===== src/rtl/kv_line_fill.sv =====
`timescale 1ns/1ps
// kv_line_fill: cache line-fill engine. Accepts a miss address, issues
// LINE_SIZE in-order word reads starting at the line base, assembles the
// returned words into a line buffer and hands the full line to the cache.
//
// Ports
//   i_clk, i_rst                  clock, asynchronous active-high reset
//   i_fetch_addr/valid, o_fetch_ready   fill request from the cache
//   o_fetch_data/valid, i_fetch_ready   assembled line back to the cache
//   o_mem_addr/valid, i_mem_ready       word read request to memory
//   i_mem_rdata/rvalid, o_mem_rready    in-order read responses
module kv_line_fill #(
  parameter int unsigned DATA_WIDTH = 32,
  parameter int unsigned ADDR_WIDTH = 32,
  parameter int unsigned LINE_SIZE  = 4
) (
  input  logic                  i_clk,
  input  logic                  i_rst,
  input  logic [ADDR_WIDTH-1:0] i_fetch_addr,
  input  logic                  i_fetch_valid,
  output logic                  o_fetch_ready,
  output logic [DATA_WIDTH-1:0] o_fetch_data [LINE_SIZE],
  output logic                  o_fetch_valid,
  input  logic                  i_fetch_ready,
  output logic [ADDR_WIDTH-1:0] o_mem_addr,
  output logic                  o_mem_valid,
  input  logic                  i_mem_ready,
  input  logic [DATA_WIDTH-1:0] i_mem_rdata,
  input  logic                  i_mem_rvalid,
  output logic                  o_mem_rready
);

  localparam int unsigned OFS = $clog2(LINE_SIZE);
  localparam int unsigned CW  = OFS + 1;
  localparam logic [CW-1:0]         LINE_CNT = CW'(LINE_SIZE);
  localparam logic [CW-1:0]         LAST_CNT = CW'(LINE_SIZE - 1);
  localparam logic [ADDR_WIDTH-1:0] OFS_MASK = ADDR_WIDTH'(LINE_SIZE - 1);

  typedef enum logic [1:0] {
    IDLE = 2'd0,
    BUSY = 2'd1,
    DONE = 2'd2
  } state_t;

  state_t                state_q, state_d;
  logic [ADDR_WIDTH-1:0] base_q, base_d;
  logic [CW-1:0]         req_q, req_d;
  logic [CW-1:0]         rsp_q, rsp_d;
  logic                  wr_en;
  logic                  req_take;
  logic                  rsp_take;
  logic                  fetch_ready_d;
  logic                  fetch_valid_d;
  logic                  mem_valid_d;
  logic                  mem_rready_d;
  logic [ADDR_WIDTH-1:0] mem_addr_d;

  // Next-state, counters and next values of the registered outputs.
  always_comb begin
    state_d  = state_q;
    base_d   = base_q;
    req_d    = req_q;
    rsp_d    = rsp_q;
    wr_en    = 1'b0;
    req_take = o_mem_valid & i_mem_ready;
    rsp_take = i_mem_rvalid & o_mem_rready;

    case (state_q)
      IDLE: begin
        if (i_fetch_valid && o_fetch_ready) begin
          base_d  = i_fetch_addr & ~OFS_MASK;
          req_d   = '0;
          rsp_d   = '0;
          state_d = BUSY;
        end
      end
      BUSY: begin
        // Request and response beats are independent; both may land in one cycle.
        if (req_take && (req_q < LINE_CNT)) begin
          req_d = req_q + CW'(1);
        end
        if (rsp_take) begin
          wr_en = 1'b1;
          rsp_d = rsp_q + CW'(1);
          if (rsp_q == LAST_CNT) begin
            state_d = DONE;
          end
        end
      end
      DONE: begin
        if (i_fetch_ready) begin
          state_d = IDLE;
        end
      end
      default: begin
        state_d = IDLE;
      end
    endcase

    fetch_ready_d = (state_d == IDLE);
    fetch_valid_d = (state_d == DONE);
    mem_rready_d  = (state_d == BUSY);
    mem_valid_d   = (state_d == BUSY) && (req_d < LINE_CNT);
    // Address only moves on an accepted beat, so it is stable under backpressure.
    mem_addr_d    = base_d | ADDR_WIDTH'(req_d[OFS-1:0]);
  end

  // State, counters and registered handshake outputs.
  always_ff @(posedge i_clk or posedge i_rst) begin
    if (i_rst) begin
      state_q       <= IDLE;
      base_q        <= '0;
      req_q         <= '0;
      rsp_q         <= '0;
      o_fetch_ready <= 1'b0;
      o_fetch_valid <= 1'b0;
      o_mem_valid   <= 1'b0;
      o_mem_rready  <= 1'b0;
      o_mem_addr    <= '0;
    end else begin
      state_q       <= state_d;
      base_q        <= base_d;
      req_q         <= req_d;
      rsp_q         <= rsp_d;
      o_fetch_ready <= fetch_ready_d;
      o_fetch_valid <= fetch_valid_d;
      o_mem_valid   <= mem_valid_d;
      o_mem_rready  <= mem_rready_d;
      o_mem_addr    <= mem_addr_d;
    end
  end

  // Line buffer; written only by accepted response beats in BUSY.
  always_ff @(posedge i_clk or posedge i_rst) begin
    if (i_rst) begin
      for (int unsigned k = 0; k < LINE_SIZE; k++) begin
        o_fetch_data[k] <= '0;
      end
    end else if (wr_en) begin
      o_fetch_data[rsp_q[OFS-1:0]] <= i_mem_rdata;
    end
  end

endmodule


===== config.mk =====
export PLATFORM = sky130hd
export DESIGN_NAME = kv_line_fill
export DESIGN_NICKNAME = d
export VERILOG_FILES = /design/src/rtl/kv_line_fill.sv
export SDC_FILE = /design/constraint.sdc
export NUM_CORES = 1
export LEC_CHECK = 0
export ABC_AREA = 1
export CELL_PAD_IN_SITES_DETAIL_PLACEMENT = 1
export CELL_PAD_IN_SITES_GLOBAL_PLACEMENT = 1
export CORE_ASPECT_RATIO = 0.6
export CORE_UTILIZATION = 31
export CTS_CLUSTER_SIZE = 20
export DETAILED_ROUTE_END_ITERATION = 6
export PLACE_DENSITY_LB_ADDON = 0.1
export SLEW_MARGIN = 15
export SYNTH_ARGS = -nofsm -noshare
export SYNTH_HDL_FRONTEND = slang
export SYNTH_SLANG_ARGS = --single-unit
export TNS_END_PERCENT = 50

===== constraint.sdc =====
create_clock -name i_clk -period 5.7 [get_ports i_clk]
set_clock_uncertainty 0.2 [all_clocks]
set_input_delay 0.855 -clock i_clk [delete_from_list [all_inputs] [get_ports i_clk]]
set_output_delay 0.855 -clock i_clk [all_outputs]
set_load 0.02 [all_outputs]

# ---- After elaboration in Yosys (flattened, before gate mapping)
# Index checks and enable logic that the tools add are counted.
# Widths: inputs -> output; s select.
dict set report totals {
  regBits 204
  output_inout_bits 164
  wordCells 56
}
dict set report classes {
  order_cmp 4
  reduce_logical 8
  eq_ne 7
  add_sub_neg 2
  bitwise 4
  n_mux 18
}
# cell n
set op_table {}
lappend op_table {{$bwmux 128} 1}
lappend op_table {{$mux 32} 3}
lappend op_table {{$demux 32 s2} 1}
lappend op_table {{$or 32x2->32} 1}
lappend op_table {{$mux 3} 4}
lappend op_table {{$pmux 3 s2} 2}
lappend op_table {{$mux 2} 4}
lappend op_table {{$add 3x1->3 const B} 2}
lappend op_table {{$lt 3x3->1 const B} 2}
lappend op_table {{$pmux 2 s3} 1}
lappend op_table {{$eq 2x1->1 const B} 2}
lappend op_table {{$eq 2x2->1 const B} 2}
lappend op_table {{$logic_and 1x1->1} 4}
lappend op_table {{$logic_not 2->1} 2}
lappend op_table {{$ne 2x2->1 const B} 2}
lappend op_table {{$eq 3x2->1 const B} 1}
lappend op_table {{$ge 3x3->1 const B} 1}
lappend op_table {{$lt 3x1->1 const B} 1}
lappend op_table {{$not 2->3} 1}
lappend op_table {{$reduce_and 3->1} 1}
lappend op_table {{$and 1x1->1} 2}
lappend op_table {{$mux 1} 2}
lappend op_table {{$reduce_bool 2->1} 1}

# ---- Logic depth before layout (Yosys ltp)
# Gate-level depths: netlist (run 1).
dict set report logic_depth {
  word_depth 6
  depth_mapped 7
  ltp_nobuf 6
}

# ---- Least setup slack after synthesis (run 1)
# OpenSTA, ideal clock, no wires.
dict set report synth_timing {
  path_type {input-to-reg}
  start {input i_mem_rvalid}
  end {register o_fetch_data[96] in the netlist's numbering}
  setup_slack_ns 3.763
  setup_ns 0.127
  required_ns 5.373
  stages 6
  path_buffers 1
  arrival_time_ns 1.610
  cell_sequence {nand2_1 nor2_8 nand2_4 buf_4 nand2_1 o21ai_0}
}
dict set report synth_via {
  elab_chain_len 3
}
# item line
set synth_lines {}
lappend synth_lines {{start: declaration} 29} ;# input logic i_mem_rvalid,
lappend synth_lines {{$and 1x1->1} 66} ;# rsp_take = i_mem_rvalid & o_mem_rready;
lappend synth_lines {{$mux 1} 82} ;# if (rsp_take) begin
lappend synth_lines {{$mux 1} 68} ;# case (state_q)
lappend synth_lines {{end signal: indexed assignment} 140} ;# o_fetch_data[rsp_q[OFS-1:0]] <= i_mem_rdata;
lappend synth_lines {{end: declaration} 22} ;# output logic [DATA_WIDTH-1:0] o_fetch_data [LINE_SIZE],
# Every way passes these cells.
# A chain may end at the register's enable or synchronous reset.

# ---- Worst setup path after layout (run 1)
dict set report layout_timing {
  start {register o_mem_valid}
  end {output o_mem_valid}
}
# item line
set layout_lines {}
lappend layout_lines {{start: declaration} 26} ;# output logic o_mem_valid,
lappend layout_lines {{start signal: assignment} 127} ;# o_mem_valid <= mem_valid_d;
# No word-level cell between the ends.

==> reports/results.tsv, run 1 <==
stage	metric	value	unit
status	status	finished clean	
route	detailed-route wire length	19.78	mm
placed_design	Final Wtd Congestion	0.7765	
worst_hold_path	worst min-delay path class	reg2reg	
clocking	CTS tree	built	
floorplan	I/O pins	234	
clocking	cts hold-fix bufs	0	
sta	Slew Limit Fails	0	
setup_path	setup slack, reg-to-reg	3.65	ns
sta	Final setup viols	0	
worst_hold_path	worst hold path cell count	2	
floorplan	Core Area	0.02139	mm²
route	remaining antenna violation count after routing	0	
clocking	Setup Buffers After CTS	0	
clocking	Root Driver	clkbuf_16	
placed_design	Port Buffers	231	
logic_synthesis	Compound-Gate Fraction of Synth Area	9.920	%
layout	commonest non-fill, non-tap cell in the layout	clkdlybuf4s50_1	
worst_hold_path	hold path endpoint	base_q[0]	
layout	fin util	45.39	%
layout	Antenna Cells	0	
sta	max_slew headroom	36.50	%
sta	RSZ-0062 raised after global routing	no	
global_routing	largest net degree at the start of global routing	175	
global_routing	first-pass GRT wire length	32.59	mm
route	DR iter-0 viols	220	
clocking	worst skew pair latency	0.42	ns
clocking	Clk pin slew, worst setup/hold paths	0.06	ns
worst_hold_path	hold_sp	base_q[0]	
logic_synthesis	register area share after synthesis	63.34	%
global_routing	initial antenna violation count	0	
layout	FF/Latch Area	0.004354	mm²
logic_synthesis	Avg Cell Area, Syn	10.09	µm²
logic_synthesis	Post-Synth XOR/XNOR Area	0	%
logic_synthesis	synthesis-stage register bit count	174	
setup_path	Worst path max stage delay	0.64	ns
setup_path	critical path buffer and inverter count	1	
layout	most frequent cells in the layout	clkdlybuf4s50_1 (231), nand2_1 (203), dfrtp_1 (174)	
job	max_cap viols	0	
floorplan	Chip Width	194.2	µm
route	Remaining DRCs	0	
logic_synthesis	Post-Syn Area	0.006874	mm²
layout	final net count	948	
setup_path	slowest stage cell on the critical path	clkdlybuf4s50_1	
power_and_ir_drop	Max VDD drop	0.2285	mV
route	post-detailed-route wirelength per cell	16.99	µm
sta	Hold Violations, Final	0	
clocking	CTS max path bufs	2	
logic_synthesis	simple-gate area share of the yosys netlist	15.58	%
global_routing	Total GRT Usage	18.34	%
global_routing	via count of the first global-routing pass	5744	
setup_path	Reg2Reg Depth	6	
setup_path	startpoint types	register	
setup_path	reg-to-reg endpoint	rsp_q[0]	
sta	worst hold margin	0.2642	ns
power_and_ir_drop	PD cells	613.8	mW/mm²
setup_path	Top Family by Delay on Critical Path	buffers and inverters	
route	Vias	5311	
floorplan	Cell Rows	41	
logic_synthesis	Synth cell types	19	
logic_synthesis	adder-cell share of the synthesized area	1.092	%
floorplan	die area	0.02279	mm²
layout	area of the multi-input gates	0.001831	mm²
sta	Final Critical Period	2.566	ns
setup_path	RR Startpoint	state_q[1]	
setup_path	Critical Path Sink Type	output pin	
logic_synthesis	Synth warnings	0	
sta	TNS Setup	0	ns
clocking	CTS Buf Count	17	
setup_path	worst endpoint required time	4.64	ns
placed_design	DP HPWL	13.32	mm
layout	Design Area, Final	0.009711	mm²
sta	fmax	0.3898	GHz
setup_path	crit-path cells	clkdlybuf4s50_1	
layout	Area growth syn-to-layout	41.26	%
sta	crit share post-route	45.01	%
setup_path	Critical Path AT	1.51	ns
logic_synthesis	largest family of logic cells by synthesized area	simple AND/OR/NAND/NOR gates	
global_routing	GRT Residual Overflow	0	
placed_design	Post-Place Cell Area	0.009069	mm²
logic_synthesis	post-synthesis mux area share	0	%
power_and_ir_drop	LEAKAGE	0.004595	µW
route	Via density	4.563	
floorplan	Starting Density	32.13	%
sta	Slew @ Worst Pin	0.9525	ns
setup_path	CP Class	reg2out	
layout	layout cells sized above 1	5.085	%
clocking	Clock Sink Count	174	
route	drt first pass iters	4	
logic_synthesis	net count after synthesis	757	
layout	fillers	2379	
clocking	post-cts sizing count	0	
logic_synthesis	Synth Instances	681	
setup_path	Crit Path Max Fanout	5	
setup_path	WP depth	1	
clocking	htree depth	4	
floorplan	height of the die	117.3	µm
routing by layer:
layer	up-vias	share of wire (%)	wire (µm)	track usage (%)
met3	18	6.1	1199	6.241
met4	0	1.3	249	5.258
met2	135	46	9074	28.17
li1	2539	-	-	-
met5	-	0	0	0
met1	2619	47	9255	24.52
flip-flops by register name, summed over array words and instances, names as in the netlist:
register       count
base_q            32
o_fetch_valid      1
o_mem_valid        1
o_fetch_data     128
req_q              3
o_mem_rready       1
o_mem_addr         2
state_q            2
o_fetch_ready      1
rsp_q              3
final cells by class:
type / count / share of cell area (%)
clock buffers: 21 / 4.948
clock inverters: 11 / 1.662
repair buffers: 235 / 24.25
flip-flops and latches: 174 / 44.84
inverters: 47 / 1.855
multi-input cells: 397 / 18.85
well taps: 279 / 3.595
cell families after synthesis:
group | after synthesis
AOI/OAI and AO/OA | 136
DFF | 174
buffers and inverters | 110
adders and majority gates | 6
and+or+nand+nor | 255
power breakdown:
group	internal (µW)	switching, µW
registers	1770	312
logic	1150	1470
clock network	778	482
through the flow:
stage | cells | power [µW] | setup WS [ns]
after floorplan | 681 | 3521 | 2.420
after global placement | 1132 | 4632 | 2.830
after detailed placement | 1132 | 4739 | 2.761
after CTS | 1164 | 6044 | 3.090
after global routing | 1164 | 6326 | 3.076
final | 1164 | 5961 | 3.134
cell usage after synthesis:
cell	instances	share of area, %
and2_1	1	0.091
buf_2	4	0.29
buf_4	35	3.8
buf_6	19	3.1
clkbuf_1	5	0.27
dfrtp_1	174	63
ha_1	6	1.1
inv_1	46	2.5
inv_2	1	0.055
nand2_1	203	11
nand2_4	5	0.82
nand3_1	39	2.8
nand3b_1	1	0.11
nand4_1	2	0.18
nor2_1	3	0.16
nor2_8	1	0.29
o21ai_0	101	7.4
o21ai_1	34	2.5
o22ai_1	1	0.091
worst max-delay path by stage:
stage | end | startpoint | slack (ns)
3_5_place_dp | rsp_q[0] | i_fetch_valid | 2.76
4_1_cts | o_mem_valid | o_mem_valid | 3.09
5_1_grt | o_mem_valid | o_mem_valid | 3.08
2_1_floorplan | base_q[0] | i_rst | 2.42
6_report | o_mem_valid | o_mem_valid | 3.13
3_3_place_gp | rsp_q[1] | i_fetch_valid | 2.83
No activity file was read; power rests on OpenSTA's default activity.
==> run 2, diff against run 1 <==
clock period = 2.3 ns   (was 5.7 ns; I/O delays follow)
==> run 2 against run 1 <==
  * Critical endpoint unchanged
  * Die area unchanged
  * Cell area increased by 2.0%
  * Flip-flop and latch count unchanged
==> reports/results.tsv, run 2 (synthesized netlist as in run 1, its figures left out) <==
stage	metric	value	unit	change
layout	most frequent cells in the layout	clkdlybuf4s50_1 (231), nand2_1 (203), dfrtp_1 (174)		
placed_design	Port Buffers	231		unchanged
placed_design	Inst Count DP	1148		+1.4%
floorplan	Starting Density	32.13	%	unchanged
placed_design	Post-Place Cell Area	0.009264	mm²	+2.2%
sta	max_slew headroom	63.21	%	+27 points
floorplan	I/O pins	234		unchanged
setup_path	Critical Path Sink Type	output pin		
setup_path	setup slack, reg-to-reg	0.59	ns	-3.06 ns
sta	Slew Limit Fails	0		unchanged
layout	Design Area, Final	0.009903	mm²	+2.0%
global_routing	M1 GR Usage	24.80	%	+0.28 points
sta	worst hold margin	0.1178	ns	-0.1464 ns
clocking	Clk pin slew, worst setup/hold paths	0.07	ns	about the same
layout	biggest registers after layout	o_fetch_data: 128 flops, base_q: 32 flops		
status	status	finished clean		
layout	Top reg by flops	o_fetch_data		
sta	Slew @ Worst Pin	0.5507	ns	-0.4018 ns
clocking	htree depth	4		unchanged
layout	non-filler cells, final	1180		+1.4%
clocking	Clock Sink Count	174		unchanged
sta	Final setup viols	0		unchanged
sta	Hold Violations, Final	0		unchanged
sta	fmax	0.4827	GHz	
power_and_ir_drop	Tot Pwr	14840	µW	+150%
placed_design	Final Wtd Congestion	0.7927		+2.1%
global_routing	via count of the first global-routing pass	5904		+2.8%
global_routing	first-pass GRT wire length	32.81	mm	+0.68%
clocking	worst skew pair latency	0.43	ns	about the same
sta	Final Critical Period	2.071	ns	
setup_path	RR Startpoint	rsp_q[0]		
clocking	Root Driver	clkbuf_16		
sta	crit share post-route	90.07	%	
global_routing	grt met2 use	28.13	%	-0.045 points
route	remaining antenna violation count after routing	0		unchanged
global_routing	initial antenna violation count	0		unchanged
clocking	CTS Buf Count	17		unchanged
clocking	post-cts sizing count	0		unchanged
clocking	CTS tree	built		
route	detailed-route wire length	19.87	mm	+0.46%
route	post-detailed-route wirelength per cell	16.84	µm	-0.90%
job	max_cap viols	0		unchanged
setup_path	Worst path max stage delay	0.65	ns	about the same
layout	layout cells sized above 1	6.770	%	+1.7 points
floorplan	Core Area	0.02139	mm²	unchanged
setup_path	startpoint types	register		
setup_path	Worst Setup SP	o_mem_valid		
global_routing	largest net degree at the start of global routing	65		-63%
route	drt first pass iters	4		unchanged
setup_path	WP depth	1		unchanged
clocking	Setup Buffers After CTS	0		unchanged
setup_path	Setup crit end	o_mem_valid		
setup_path	critical path buffer and inverter count	1		unchanged
setup_path	CP Class	reg2out		
global_routing	met3 GRT Util	6.529	%	+0.29 points
route	Remaining DRCs	0		unchanged
layout	Antenna Cells	0		unchanged
power_and_ir_drop	LEAKAGE	0.004682	µW	+1.9%
layout	commonest non-fill, non-tap cell in the layout	clkdlybuf4s50_1		
worst_hold_path	worst min-delay path class	in2async		
placed_design	DP HPWL	14.34	mm	+7.6%
setup_path	crit-path cells	clkdlybuf4s50_1		
sta	RSZ-0062 raised after global routing	no		
layout	final net count	964		+1.7%
route	DR iter-0 viols	259		+18%
setup_path	Crit Path Max Fanout	5		unchanged
global_routing	GRT Residual Overflow	0		unchanged
setup_path	worst endpoint required time	1.75	ns	-2.89 ns
setup_path	Reg2Reg Depth	6		unchanged
setup_path	slowest stage cell on the critical path	clkdlybuf4s50_1		
floorplan	Cell Rows	41		unchanged
clocking	CTS max path bufs	2		unchanged
route	Via density	4.563		about the same
layout	max FFs per register	128		unchanged
setup_path	Top Family by Delay on Critical Path	buffers and inverters		
power_and_ir_drop	Max VDD drop	0.6025	mV	+160%
global_routing	Total GRT Usage	18.55	%	+0.21 points
route	Vias	5384		+1.4%
global_routing	GR peak layer	met2		
power_and_ir_drop	PD cells	1498	mW/mm²	+140%
layout	Area growth syn-to-layout	44.07	%	
clocking	cts hold-fix bufs	0		unchanged
floorplan	Chip Width	194.2	µm	unchanged
setup_path	Critical Path AT	1.53	ns	+0.02 ns
layout	fin util	46.29	%	+0.90 points
setup_path	reg-to-reg endpoint	o_fetch_ready		
floorplan	die area	0.02279	mm²	unchanged
floorplan	height of the die	117.3	µm	unchanged
[run 2: cell types whose count changed in the layout (fill, tap and decap cells not counted)]
cell and delta:
clkinv_2 -3, buf_4 +10, buf_12 +6, clkbuf_8 -2, clkinvlp_4 +3, inv_6 +2
[run 2: stage by stage]
stage	setup TNS (ns)	worst slack, ns
floorplan	-81.72	-0.4697
global route	0	0.1869
global placement	0	0.2560
CTS	0	0.2142
finish	0	0.2285
detailed placement	0	0.2002
[run 2: cell type report]
class | count | area [µm²]
clock buffer | 19 | 452.9
clock inverter | 13 | 186.4
fill | 2354 | 11490
inverter | 47 | 180.2
multi-input combinational | 397 | 1831
sequential | 174 | 4354
tap | 279 | 349.1
timing repair buffer | 251 | 2550
[run 2: power by group]
group	switching (µW)	leakage (µW)	internal, µW
Clock	1260	0.000302	1880
Sequential	781	0.00220	4380
Combinational	3630	0.00218	2910
[run 2: routing by layer]
metal | vias to the layer above | part of all wire (%)
li1 | 2554 | -
met1 | 2669 | 47
met2 | 140 | 45
met3 | 21 | 6.3
met4 | 0 | 1.5
met5 | - | 0
[run 2: how the worst min path moves through the flow]
stage / slack, ns / depth (start not counted) / start / end
after CTS: 0.12 / 2 / i_rst / base_q[0]
after global placement: 0.25 / 2 / base_q[0] / base_q[0]
after detailed placement: 0.26 / 2 / base_q[10] / base_q[10]
after floorplan: 0.23 / 2 / base_q[0] / base_q[0]
after global routing: 0.13 / 2 / i_rst / base_q[0]
final: 0.12 / 2 / i_rst / base_q[0]
==> run 3, diff against run 2 <==
CTS_CLUSTER_DIAMETER = 50   (was unset)
==> results of run 3 <==
The final DEF is identical to that of run 2; final timing and power are the same.
